[src/rtl/high_score_keeper_if.sv]
// high_score_keeper_if
//   Groups the game-event inputs and the score/result outputs of
//   high_score_keeper. clk and rst stay plain ports on the module.
//
//   Signal semantics: every input is a single-cycle pulse (clear_high may
//   also be held as a level). Inputs are sampled on the rising edge of clk
//   and act only in the state that accepts them. There is no back-pressure.
//   newHighScore / died are registered one-cycle pulses and are never high
//   together.
//
//   master : drives the game events and observes the outputs (stimulus side)
//   slave  : the keeper itself
interface high_score_keeper_if;
    logic       game_start;
    logic       point;
    logic       hit;
    logic       clear_high;
    logic [3:0] score_tens;
    logic [3:0] score_ones;
    logic [3:0] high_tens;
    logic [3:0] high_ones;
    logic       playing;
    logic       newHighScore;
    logic       died;
    logic [1:0] state_dbg;   // current FSM state, for observation only

    modport master (
        output game_start, point, hit, clear_high,
        input  score_tens, score_ones, high_tens, high_ones,
        input  playing, newHighScore, died, state_dbg
    );

    modport slave (
        input  game_start, point, hit, clear_high,
        output score_tens, score_ones, high_tens, high_ones,
        output playing, newHighScore, died, state_dbg
    );
endinterface

[src/rtl/high_score_keeper.sv]
// high_score_keeper
//   Keeps the running two-digit BCD score of the current game and the session
//   high score. When a game ends it emits exactly one single-cycle pulse:
//   newHighScore if the final score strictly beats the stored high score,
//   otherwise died.
//
// Ports:
//   clk  - system clock, all state changes on the rising edge
//   rst  - synchronous, active-high reset
//   hs   - high_score_keeper_if.slave:
//            game_start, point, hit, clear_high  (inputs)
//            score_tens/ones, high_tens/ones      (BCD digits, registered)
//            playing, newHighScore, died          (registered flags/pulses)
//            state_dbg                            (current FSM state)
module high_score_keeper #(
    parameter logic [3:0] HIGH_INIT_TENS = 4'd0,
    parameter logic [3:0] HIGH_INIT_ONES = 4'd0
) (
    input logic               clk,
    input logic               rst,
    high_score_keeper_if.slave hs
);

    typedef enum logic [1:0] {
        IDLE    = 2'd0,
        PLAY    = 2'd1,
        COMPARE = 2'd2,
        REPORT  = 2'd3
    } state_t;

    state_t     state_q, state_d;
    logic [3:0] score_tens_q, score_tens_d;
    logic [3:0] score_ones_q, score_ones_d;
    logic [3:0] high_tens_q, high_tens_d;
    logic [3:0] high_ones_q, high_ones_d;
    logic       playing_q, playing_d;
    logic       new_high_q, new_high_d;
    logic       died_q, died_d;

    logic       score_at_max;
    logic       score_beats_high;

    assign score_at_max = (score_tens_q == 4'd9) && (score_ones_q == 4'd9);

    // BCD digits order the same way as the numbers they encode, so the
    // packed {tens,ones} byte can be compared directly as unsigned.
    assign score_beats_high = {score_tens_q, score_ones_q} > {high_tens_q, high_ones_q};

    // Next-state and next-output logic
    always_comb begin
        state_d      = state_q;
        score_tens_d = score_tens_q;
        score_ones_d = score_ones_q;
        high_tens_d  = high_tens_q;
        high_ones_d  = high_ones_q;
        new_high_d   = 1'b0;
        died_d       = 1'b0;

        case (state_q)
            IDLE: begin
                if (hs.clear_high) begin
                    high_tens_d = HIGH_INIT_TENS;
                    high_ones_d = HIGH_INIT_ONES;
                end
                if (hs.game_start) begin
                    score_tens_d = 4'd0;
                    score_ones_d = 4'd0;
                    state_d      = PLAY;
                end
            end

            PLAY: begin
                // A point arriving with hit is still counted: the compare
                // happens one cycle later on the registered score.
                if (hs.point && !score_at_max) begin
                    if (score_ones_q == 4'd9) begin
                        score_ones_d = 4'd0;
                        score_tens_d = score_tens_q + 4'd1;
                    end else begin
                        score_ones_d = score_ones_q + 4'd1;
                    end
                end
                if (hs.hit) begin
                    state_d = COMPARE;
                end
            end

            COMPARE: begin
                if (score_beats_high) begin
                    high_tens_d = score_tens_q;
                    high_ones_d = score_ones_q;
                    new_high_d  = 1'b1;
                end else begin
                    died_d = 1'b1;
                end
                state_d = REPORT;
            end

            REPORT: begin
                // Pulse is visible during this cycle; defaults clear it.
                state_d = IDLE;
            end

            default: begin
                state_d = IDLE;
            end
        endcase

        playing_d = (state_d == PLAY);
    end

    // State and output registers
    always_ff @(posedge clk) begin
        if (rst) begin
            state_q      <= IDLE;
            score_tens_q <= 4'd0;
            score_ones_q <= 4'd0;
            high_tens_q  <= HIGH_INIT_TENS;
            high_ones_q  <= HIGH_INIT_ONES;
            playing_q    <= 1'b0;
            new_high_q   <= 1'b0;
            died_q       <= 1'b0;
        end else begin
            state_q      <= state_d;
            score_tens_q <= score_tens_d;
            score_ones_q <= score_ones_d;
            high_tens_q  <= high_tens_d;
            high_ones_q  <= high_ones_d;
            playing_q    <= playing_d;
            new_high_q   <= new_high_d;
            died_q       <= died_d;
        end
    end

    assign hs.score_tens   = score_tens_q;
    assign hs.score_ones   = score_ones_q;
    assign hs.high_tens    = high_tens_q;
    assign hs.high_ones    = high_ones_q;
    assign hs.playing      = playing_q;
    assign hs.newHighScore = new_high_q;
    assign hs.died         = died_q;
    assign hs.state_dbg    = state_q;

endmodule

[src/flat_wrapper.sv]
// flat-port wrapper written by rule: the top's interface ports become plain ports
module high_score_keeper_flat 
#(
    parameter logic [3:0] HIGH_INIT_TENS = 4'd0,
    parameter logic [3:0] HIGH_INIT_ONES = 4'd0
)
  (clk, rst, hs_game_start, hs_point, hs_hit, hs_clear_high, hs_score_tens, hs_score_ones, hs_high_tens, hs_high_ones, hs_playing, hs_newHighScore, hs_died, hs_state_dbg);
  high_score_keeper_if hs_i ();
  input logic clk;
  input logic rst;
  input wire logic [$bits(hs_i.game_start)-1:0] hs_game_start;
  input wire logic [$bits(hs_i.point)-1:0] hs_point;
  input wire logic [$bits(hs_i.hit)-1:0] hs_hit;
  input wire logic [$bits(hs_i.clear_high)-1:0] hs_clear_high;
  output wire logic [$bits(hs_i.score_tens)-1:0] hs_score_tens;
  output wire logic [$bits(hs_i.score_ones)-1:0] hs_score_ones;
  output wire logic [$bits(hs_i.high_tens)-1:0] hs_high_tens;
  output wire logic [$bits(hs_i.high_ones)-1:0] hs_high_ones;
  output wire logic [$bits(hs_i.playing)-1:0] hs_playing;
  output wire logic [$bits(hs_i.newHighScore)-1:0] hs_newHighScore;
  output wire logic [$bits(hs_i.died)-1:0] hs_died;
  output wire logic [$bits(hs_i.state_dbg)-1:0] hs_state_dbg;
  assign hs_i.game_start = hs_game_start;
  assign hs_i.point = hs_point;
  assign hs_i.hit = hs_hit;
  assign hs_i.clear_high = hs_clear_high;
  assign hs_score_tens = hs_i.score_tens;
  assign hs_score_ones = hs_i.score_ones;
  assign hs_high_tens = hs_i.high_tens;
  assign hs_high_ones = hs_i.high_ones;
  assign hs_playing = hs_i.playing;
  assign hs_newHighScore = hs_i.newHighScore;
  assign hs_died = hs_i.died;
  assign hs_state_dbg = hs_i.state_dbg;
  high_score_keeper #(.HIGH_INIT_TENS(HIGH_INIT_TENS), .HIGH_INIT_ONES(HIGH_INIT_ONES)) u_core (.clk(clk), .rst(rst), .hs(hs_i));
endmodule
[config.mk]
export PLATFORM = sky130hd
export DESIGN_NAME = high_score_keeper_flat
export DESIGN_NICKNAME = d
export VERILOG_FILES = /design/src/rtl/high_score_keeper_if.sv /design/src/rtl/high_score_keeper.sv /design/src/flat_wrapper.sv
export SDC_FILE = /design/constraint.sdc
export NUM_CORES = 1
export LEC_CHECK = 0
export BUFFER_PORTS_ARGS = -buffer_cell sky130_fd_sc_hd__buf_2
export CORE_UTILIZATION = 52
export DETAILED_ROUTE_END_ITERATION = 10
export PLACE_DENSITY = 0.78
export SKIP_CTS_REPAIR_TIMING = 1
export SYNTH_ARGS = -nofsm -noshare
export SYNTH_HDL_FRONTEND = slang
export SYNTH_SLANG_ARGS = --single-unit
[constraint.sdc]
create_clock -name clk -period 2.3 [get_ports clk]
set_input_delay 0.115 -clock clk [delete_from_list [all_inputs] [get_ports clk]]
set_output_delay 0.115 -clock clk [all_outputs]
set_load 0.03 [all_outputs]
# --- Word-level counts from Yosys, hierarchy flattened ---
# Index checks and enable logic that the tools add are counted.
classes:
  order_cmp: 1
  eq_ne: 11
  addsub: 2
  bitwise_logic: 1
  n_mux: 17
  reduce_logical: 10
ops:
  columns: ["cell", "n"]
  rows:
  - ["$mux W4", 8]
  - ["$pmux W4 S2", 4]
  - ["$add A4 B1 Y4 const B", 2]
  - ["$eq A4 B4 Y1 const B", 2]
  - ["$gt A8 B8 Y1", 1]
  - ["$pmux W2 S4", 1]
  - ["$ne A2 B1 Y1 const B", 3]
  - ["$reduce_and A3 Y1", 2]
  - ["$eq A2 B1 Y1 const B", 2]
  - ["$eq A2 B2 Y1 const B", 2]
  - ["$mux W2", 2]
  - ["$ne A2 B2 Y1 const B", 2]
  - ["$reduce_and A4 Y1", 1]
  - ["$reduce_bool A2 Y1", 2]
  - ["$logic_and A1 B1 Y1", 2]
  - ["$logic_not A2 Y1", 1]
  - ["$mux W1", 2]
  - ["$reduce_or A2 Y1", 1]
  - ["$logic_not A1 Y1", 1]
  - ["$not A1 Y1", 1]
word_totals:
  out_inout_bits: 21
  register_bits: 21
  in_bits: 6

# --- Longest topological paths before layout ---
depth:
  depth_word: 6
  depth_mapped: 7

# --- Worst setup path before layout ---
# No wires, ideal clock.
synth_path:
  kind: "register to register"
  start: "register u_core.score_ones_q[0], in the netlist u_core.hs.score_ones[0]"
  end: "register u_core.high_ones_q[0], in the netlist u_core.hs.high_ones[0]"
  path_slack_ps: 463
  synth_period_minus_slack_ps: 1837
  setup_ps: 117
  arrival_ps: 1721
  stages_incl_launch_ff: 7
  path_buffers: 0
  required_ps: 2183
  path_cell_list: "dfxtp_1 inv_1 ha_1 nand4_1 o21ai_0 o22ai_4 a22o_1"
synth_via:
  elab_chain_len: 3
  elab_cells_between_ends: 5
  cone_classes: "order compare (1); eq/ne (1); mux (2); reduce/logical (1)"
synth_lines:
  columns: ["item", "line_no", "text"]
  rows:
  - ["start, declared", "high_score_keeper.sv:33", "logic [3:0] score_ones_q, score_ones_d;"]
  - ["start signal, assigned", "high_score_keeper.sv:126", "score_ones_q <= score_ones_d;"]
  - ["$gt A8 B8 Y1", "high_score_keeper.sv:47", "assign score_beats_high = {score_tens_q, score_ones_q} > {high_tens_q, high_ones_q};"]
  - ["$ne A2 B1 Y1 (no line)", null, null]
  - ["$reduce_and A3 Y1 (no line)", null, null]
  - ["end signal, assigned", "high_score_keeper.sv:128", "high_ones_q <= high_ones_d;"]
  - ["end, declared", "high_score_keeper.sv:35", "logic [3:0] high_ones_q, high_ones_d;"]
# Parallel ways exist; a longest one is shown, timed or not. The select of a mux whose other input is x is not followed.
# A chain may end at the register's enable or synchronous reset.

# --- Worst setup path after layout ---
layout_path:
  start: "register u_core.score_ones_q[0], in the netlist u_core.hs.score_ones[0]"
  end: "register u_core.high_tens_q[2], in the netlist u_core.hs.high_tens[2]"
layout_via:
  elab_chain_len: 3
layout_lines:
  columns: ["item", "line_no", "text"]
  rows:
  - ["$gt A8 B8 Y1", "high_score_keeper.sv:47", null]
  - ["$ne A2 B1 Y1 (no line)", null, null]
  - ["$reduce_and A3 Y1 (no line)", null, null]
  - ["end signal, assigned", "high_score_keeper.sv:127", "high_tens_q <= high_tens_d;"]
  - ["end, declared", "high_score_keeper.sv:34", "logic [3:0] high_tens_q, high_tens_d;"]
# Every way passes these cells.

==> metrics <==
outcome=finished, final reports clean; DIE HEIGHT=49.18 um; Post-Route WL=2294 um; RSZ-0062 raised after global routing=no; Worst R2R Start=u_core.hs.score_ones[0]; post-synthesis sequential area ratio=36.32%; GP Congestion=0.7758; area added between synthesis and finish=16.00%; diode count=0; Max-cap violations=0; Crit path max-delay family=compound AO/OA/AOI/OAI gates; number of flops mapped to enable cells by yosys=0; peak supply drop=0.4971 mV; row cnt=16; Tmin final=1.859 ns; vias in the first global route=891; setup TNS=0 ns; hold crit path type=input port to flip-flop; crit-path cells=inv_1 > ha_1 > nand4_1 > nor2_1 > a211oi_1 > o2bb2ai_2 > a22o_1; H-Tree Depth=1; Rel. slew slack=70.11%; syn nets=137; initial antenna violation count=0; Critical-path top delay cell=dfxtp_1; Mapped Area=1157 sq um; Static Leak=0.0006289 uW; worst slew pin tran=0.4477 ns; Main synth FF type=dfxtp_1; clk_lat worst skew=0.31 ns; kind of critical path=flip-flop to flip-flop; Total GRT Usage=21.21%; Synth area leaders=dfxtp_1 36%, ha_1 13%, a22o_1 6.1%; async set-reset flop share out of synthesis=0%; WP buf/inv=1; Max stage delay on crit path=0.48 ns; area of the core=2022 sq um; Synth Warn #=0; crit path capture type=flip-flop; Crit Path Max Fanout=8; mean post-synth cell area=9.726 sq um; Starting DRT DRC Count=9; Synth Instances=119; Pwr Density=508.9 nW/um^2; router iterations before antenna repair=4; drt via density=5.429; Root Driver=clkbuf_4; nets=167; Die X=49.18 um; Starting Density=57.24%; hpwl dp=1814 um; final worst path period share=80.81%; Max clock buf depth=2; CTS tree=done; post-synth cell types=37; hold_sp=hs_hit; routed vias=950; Finish-stage setup viols=0; top-area cell type share of the netlist area=36.32%; area leader, netlist=dfxtp_1; post-route antenna net violation count=0; global route total overflow=0; share of layout cells above drive strength 1=26.35%; Clock Skew=0.001473 ns; WP data arrival=2.12 ns; first-pass GRT wire length=3960 um; flops & latches, synth=21; TritonCTS buffer count=3; WP data required=2.56 ns; largest net degree at the start of global routing=14; WHS=0.05030 ns; Sink Count=21; Max Clock Freq=538.0 MHz; Slew Limit Fails=0; # port buffers=26; crit path launch=u_core.hs.score_ones[0]; residual DRC count=0; Fin. Hold Viols=0; area of the multi-input gates=686.9 sq um; crit start category=flip-flop; Reg area=420.4 sq um; DR WL/cell=13.11 um; fillers=178; die area=2418 sq um; clock-pin slew on the worst setup and hold paths=0.11 ns; Top Ports=27
[area by class of cell]
class / instances / area share, %
tap: 27 / 2.516
sequential: 21 / 31.31
inverter: 10 / 2.796
timing repair buffer: 27 / 10.25
multi-input combinational: 86 / 51.16
clock buffer: 4 / 1.957
[cell families after synthesis]
group	Yosys count	synth area share, %
flip-flops	21	36.32
AND/OR/NAND/NOR	36	20.97
adder cells (fa/ha/maj)	12	12.97
AO/OA/AOI/OAI	34	22.38
buffers and inverters	12	4.324
XOR/XNOR	4	3.028
[worst paths after layout]
| path | endpoint | slack, ns | cells after the start |
|---|---|---|---|
| worst min register to register | u_core.hs.high_tens[1] | 0.51 | 1 |
| worst max register to register | u_core.hs.high_tens[2] | 0.44 | 7 |
| worst max-delay path | u_core.hs.high_tens[2] | 0.44 | 7 |
| worst min-delay path | u_core.hs.state_dbg[1] | 0.05 | 3 |
[flip-flops by register name, summed over array words and instances, names as in the netlist]
register	cells
u_core.hs.newHighScore	1
u_core.hs.score_tens	4
u_core.hs.died	1
u_core.hs.high_ones	4
u_core.hs.score_ones	4
u_core.hs.state_dbg	2
u_core.hs.playing	1
u_core.hs.high_tens	4
[cell usage in the layout (no fill, tap or decap), types with 2 or more instances in the layout]
cell type / n
inv_1: 10
xnor2_1: 3
dfxtp_1: 21
a22o_1: 8
nor2_1: 9
clkbuf_4: 3
nand3b_1: 3
nand2b_1: 2
nand2_1: 4
o21ai_0: 3
nand4_1: 2
a211oi_1: 3
ha_1: 12
a21oi_1: 9
buf_2: 26
nor2b_1: 3
o211ai_1: 3
nand3_1: 3
[Yosys cell counts (all sizes together), types with 2 or more instances]
cell type	number
xnor2	3
nand2b	3
nand3	3
inv	10
nand3b	4
nor2	9
nor2b	4
nand4	3
a211oi	3
o21ai	3
o211ai	3
ha	12
nand2	4
a22o	8
dfxtp	21
buf	2
a21oi	10
[worst min-delay path: cells and delay by family]
kind	cells	cell delay, ns
AO/OA/AOI/OAI	1	0.06
buffers and inverters	1	0.08
AND/OR/NAND/NOR	1	0.07
[per-stage QoR]
step                area [sq um]  setup slack [ns]  power [uW]  util, %  std cells
finish                      1343            0.4414       683.3    66.40        175
global route                1343            0.3071       715.6    66.40        175
CTS                         1343            0.4408       690.5    66.40        175
detailed placement          1316            0.4682       508.7    65.10        171
global placement            1316            0.5538       505.2    65.10        171
floorplan                   1157            0.4626       479.6        -        119
[routing by layer]
layer  up-vias  global-route usage, %  wire length, um
met3         5                  7.165               91
met2        21                  36.07             1121
met5         -                      0                0
met1       437                  25.10             1051
met4         0                  5.882               29
li1        487                      -                -
[power by group]
part           switching [uW]  internal, uW  total, uW  leakage [uW]
combinational            68.6          40.5        109      0.000444
clock                     114          67.9        182     0.0000150
sequential               18.3           373        392      0.000170
No activity file was read; power rests on OpenSTA's default activity.
